==> src/rtl/apb_slave_regfile.sv <==
// APB completer with a bank of NUM_REGS read/write registers and per-access wait states.
// Define APB_SLV_RAND_WAIT_EN for LFSR-driven wait states (0..3) instead of WAIT_CYCLES.
module apb_slave_regfile #(
  parameter int ADDR_W      = 32,
  parameter int DATA_W      = 32,
  parameter int NUM_REGS    = 16,
  parameter int WAIT_CYCLES = 0
) (
  input  logic              clk,
  input  logic              rst_n,
  input  logic              psel,
  input  logic              penable,
  input  logic              pwrite,
  input  logic [ADDR_W-1:0] paddr,
  input  logic [DATA_W-1:0] pwdata,
  output logic [DATA_W-1:0] prdata,
  output logic              pready,
  output logic              pslverr
);
  localparam int IDX_W = ADDR_W - 2;
  localparam int RI_W  = (NUM_REGS > 1) ? $clog2(NUM_REGS) : 1;
  localparam logic [IDX_W-1:0] LIMIT = IDX_W'(NUM_REGS);

  typedef enum logic {IDLE, ACCESS} state_e;

  state_e              state_q, state_d;
  logic [3:0]          cnt_q, cnt_d;
  logic                wr_q, wr_d, err_q, err_d;
  logic [RI_W-1:0]     ridx_q, ridx_d;
  logic [DATA_W-1:0]   wdata_q, wdata_d, prdata_q, prdata_d;
  logic [DATA_W-1:0]   regs_q [NUM_REGS];
  logic [IDX_W-1:0]    idx;
  logic [RI_W-1:0]     ridx;
  logic                in_range, setup, commit;
  logic [3:0]          wait_val;

  assign idx      = paddr[ADDR_W-1:2];
  assign ridx     = idx[RI_W-1:0];
  assign in_range = (idx < LIMIT);
  assign setup    = (state_q == IDLE) && psel && !penable;

  // Outputs depend on registered state only.
  assign pready  = (state_q == ACCESS) && (cnt_q == 4'd0);
  assign pslverr = pready && err_q;
  assign prdata  = prdata_q;
  assign commit  = pready && psel && penable && wr_q && !err_q;

`ifdef APB_SLV_RAND_WAIT_EN
  logic [3:0] lfsr_q;

  // x^4+x^3+1; the current value sets this access's wait, then it steps.
  always_ff @(posedge clk or negedge rst_n) begin
    if (!rst_n)     lfsr_q <= 4'b1001;
    else if (setup) lfsr_q <= {lfsr_q[2:0], lfsr_q[3] ^ lfsr_q[2]};
  end

  assign wait_val = {2'b00, lfsr_q[1:0]};
`else
  assign wait_val = 4'(WAIT_CYCLES);
`endif

  always_comb begin
    state_d  = state_q;
    cnt_d    = cnt_q;
    wr_d     = wr_q;
    err_d    = err_q;
    ridx_d   = ridx_q;
    wdata_d  = wdata_q;
    prdata_d = prdata_q;
    case (state_q)
      IDLE: begin
        if (setup) begin
          state_d = ACCESS;
          cnt_d   = wait_val;
          wr_d    = pwrite;
          err_d   = !in_range;
          ridx_d  = ridx;
          wdata_d = pwdata;
          if (!pwrite) prdata_d = in_range ? regs_q[ridx] : '0;
        end
      end
      ACCESS: begin
        // Losing psel mid-access abandons the transfer without a response.
        if (!psel) begin
          state_d = IDLE;
          cnt_d   = 4'd0;
        end else if (cnt_q != 4'd0) begin
          cnt_d = cnt_q - 4'd1;
        end else begin
          state_d = IDLE;
        end
      end
      default: state_d = IDLE;
    endcase
  end

  always_ff @(posedge clk or negedge rst_n) begin
    if (!rst_n) begin
      state_q  <= IDLE;
      cnt_q    <= 4'd0;
      wr_q     <= 1'b0;
      err_q    <= 1'b0;
      ridx_q   <= '0;
      wdata_q  <= '0;
      prdata_q <= '0;
    end else begin
      state_q  <= state_d;
      cnt_q    <= cnt_d;
      wr_q     <= wr_d;
      err_q    <= err_d;
      ridx_q   <= ridx_d;
      wdata_q  <= wdata_d;
      prdata_q <= prdata_d;
    end
  end

  always_ff @(posedge clk or negedge rst_n) begin
    if (!rst_n) begin
      for (int i = 0; i < NUM_REGS; i++) regs_q[i] <= '0;
    end else if (commit) begin
      regs_q[ridx_q] <= wdata_q;
    end
  end

endmodule
==> config.mk <==
export PLATFORM = sky130hd
export DESIGN_NAME = apb_slave_regfile
export DESIGN_NICKNAME = d
export VERILOG_FILES = /design/src/rtl/apb_slave_regfile.sv
export SDC_FILE = /design/constraint.sdc
export NUM_CORES = 1
export LEC_CHECK = 0
export ABC_AREA = 1
export BUFFER_PORTS_ARGS = -buffer_cell sky130_fd_sc_hd__buf_2
export CORE_MARGIN = 10
export CORE_UTILIZATION = 30
export DETAILED_ROUTE_END_ITERATION = 8
export GPL_TIMING_DRIVEN = 0
export PLACE_DENSITY = 0.47
export SYNTH_ARGS = -nofsm -noshare
export SYNTH_HDL_FRONTEND = slang
export SYNTH_SLANG_ARGS = --single-unit
==> constraint.sdc <==
create_clock -name clk -period 2.4 [get_ports clk]
set_clock_uncertainty 0.05 [all_clocks]
set_input_delay 0.24 -clock clk [delete_from_list [all_inputs] [get_ports clk]]
set_output_delay 0.24 -clock clk [all_outputs]
set_load 0.01 [all_outputs]
==> flow_summary.toml <==
[run_status]
outcome = "complete, no violations"

[yosys]
netlist_area_sq_um = 25800
seq_area_frac_synth_pct = 56.9
synth_fp_nets = 3194
synth_xor_area_share_pct = 0.0339
synth_top_family_by_area = "simple AND/OR/NAND/NOR gates"
yosys.area.top_type = "dfrtp_1"
postSynthCellCount = 3124
yosysWarnings = 0
synth_seq_cells = 587
yosys.area_share.simple_pct = 27.2
synthMuxAreaShare_pct = 0
synth_cell_types = 26
synth-compound-area-share_pct = 10.8
synth.top_cell.area_share_pct = 56.9
syn_area_per_cell_sq_um = 8.26
synthAdderAreaFrac_pct = 0.0485
synth.area.top_cells = "dfrtp_1 (57%), nand2_1 (17%), o21ai_0 (11%)"

[hold_path]
hold_path.class = "input pin to async pin"

[setup_path]
slowest_stage = "clkbuf_1"
crit_top_cell = "nand3_1"
crit_family = "buffers and inverters"
crit_chain = "buf_2 > clkbuf_1 > clkbuf_1 > nand3_1 > nand3_1 > nand3_1 > nand3_1 > nand2_1"
cp.required_ns = 2.84
cp_max_fo = 10
critPathArrivalTime_ns = 2.75
end_kind = "flop"
crit_buf_inv = 3
slowest_delay_ns = 0.74
startpoint_type = "input pin"
r2r_setup_slack_ns = 0.15
crit_type = "input pin to flop"

[floorplanning]
die_area_sq_um = 98100
boundaryPins = 103
die_w_microns = 313
rows = 107
coreArea_sq_um = 85300
die_y_microns = 313
initial_utilization_pct = 30.3

[final_layout]
stdcell_area_sq_um = 30600
fillers = 9148
multi_input_area_sq_um = 9830
syn_to_final_growth_pct = 18.7
register_area_sq_um = 14700
n_antenna_cell = 0
nets = 3402
drive_above_1_share_pct = 10.9

[grt]
grt.overflow.total = 0
grt_max_degree = 117
grt_pass1_vias = 22800
grt_pass1_wl_mm = 153
grt_util_all_layers_pct = 20.4
antenna_found_initial = 1

[clock_tree]
post_cts_buffers = 0
clkTransAtPathRegs_ns = 0.06
numCtsBuffers = 70
htree_levels = 3
cts_root_buffer = "clkbuf_16"
clk_latency_ns = 0.63
cts_tree = "built"
cts.sinks = 587
clockBufferDepth = 3

[timing]
slew_viol_final = 0
fin_crit_sh_pct = 96.4
slew_headroom_pct = 24.8
fmax_ghz = 0.432
period_needed_ns = 2.31
rsz0062_at_grt = "no"
finalSetupViolations = 0
tightest_slew_ns = 1.13
hold_viol = 0

[pwr]
p_clk_share_pct = 44.2
p_leak_uw = 0.0138
ir_worst_vdd_mv = 0.571
powerDensity_nw_per_um2 = 827
power_uw = 25300
swShare_pct = 28.6
switching_power_uw = 7250
p_int_uw = 18100
combPwrFrac_pct = 12.7
power_frac_seq_pct = 43.1

[placed_design]
portBuffers = 98
gp_congestion = 0.864
place_area_sq_um = 27900
dpl.hpwl_mm = 71.0

[detailed_routing]
drtAntennaViolNets = 0
routed_wirelength_mm = 101
drt_first_pass_iters = 6
avgRoutedWirePerCell_microns = 22.3
num_vias = 23100
drtIter0Drc = 2161
drc = 0
viasPerCell = 5.09

[flow_run]
drv_cap = 0
-- power groups by stage --
stage                     registers [uW]  logic (uW)  clock network, uW
after floorplan                    11000        1720                  0
after global placement             11100        3140                  0
after detailed placement           11100        3200                  0
after CTS                          10900        3250              11400
after global routing               11000        3620              11700
final                              10900        3220              11200
-- Yosys cell counts, drive strengths merged --
master and count:
nand3b 2, nor2 28, clkinv 1, nor3 2
clkbuf 151, or2 1, ha 1, o21a 1
buf 98, xor2 1, a21oi 1, dfrtp 587
o21ai 553, inv 50, nand2 1162, nand3 485
-- worst register-to-register path, delay by kind of cell (launching register included) --
| family | cells | cell delay [ns] |
|---|---|---|
| flops | 1 | 0.38 |
| buf+inv | 4 | 0.75 |
| fa+ha+maj | 1 | 0.24 |
| simple gates | 3 | 0.53 |
| compound gates | 1 | 0.17 |
-- through the flow --
step	worst slack, ns	std cells	setup TNS [ns]	util [%]	hold slack (ns)
final	0.0860	4527	0	35.9	0.0552
after global routing	0.00525	4527	0	35.9	0.108
after CTS	0.0884	4527	0	35.9	0.0492
after detailed placement	-0.427	4371	-7.32	32.7	0.132
after global placement	-12.12	4366	-7085.79	32.5	0.398
after floorplan	0.782	3124	0	-	-0.106
-- kinds of logic (layout without fill, tap and decap cells) --
| logic type | count (synthesis) | count (layout) |
|---|---|---|
| and+or+nand+nor | 1680 | 1680 |
| buffers and inverters | 300 | 559 |
| DFF | 587 | 587 |
| AOI/OAI and AO/OA | 555 | 555 |
| adders and majority gates | 1 | 1 |
| xor gates and xnor gates | 1 | 1 |
-- repair_timing --
action | 4_1_cts | 5_1_grt
gates resized for setup | 2 | 7
setup endpoints to repair | 30 | 9
hold endpoints to repair | 200 | 0
hold buffers | 34 | 0
-- final cells by class --
class | instances | share of cell area [%]
Inverter | 51 | 0.625
Clock buffer | 103 | 6.98
Tap cell | 1144 | 4.68
Buffer | 248 | 3.57
Timing Repair Buffer | 137 | 3.20
Clock inverter | 20 | 0.846
Multi-Input combinational cell | 2237 | 32.1
Sequential cell | 587 | 48.0
-- layout by cell type, fill, tap and decap left out, types with 4 or more instances in the layout --
master	netlist	layout
nand2_1	1147	1147
dfrtp_1	587	587
o21ai_0	549	549
nand3_1	484	484
buf_2	76	173
clkbuf_1	110	116
clkbuf_16	0	72
inv_1	47	47
clkbuf_2	41	45
dlygate4sd3_1	0	34
nor2_1	23	23
clkbuf_8	0	22
buf_1	19	17
nand2_2	14	14
clkinv_2	0	11
bufinv_16	0	5
buf_16	0	5
nor2_4	3	4
o21ai_1	4	4
-- routing by layer --
metal	vias up	wire (microns)	global-route usage, %
li1	10700	-	-
met5	-	6	0
met4	2	2870	6.19
met2	631	45600	32.1
met3	159	5180	2.86
met1	11600	47400	28.8
-- sequential cells by signal, indices dropped and copies added (netlist names) --
name     count
regs_q     512
prdata      32
wdata_q     32
cnt_q        4
ridx_q       4
err_q        1
state_q      1
wr_q         1
-- final timing paths --
path,cells after the start,from,endpoint
max in group asynchronous,5,rst_n,regs_q[388]
max,8,paddr[3],prdata[14]
max reg2reg,9,cnt_q[0],regs_q[2]
min,2,rst_n,wdata_q[16]
min reg2reg,2,prdata[22],prdata[22]
min in group clk,7,paddr[10],err_q
Note: power is estimated with default switching activity, not from simulation.
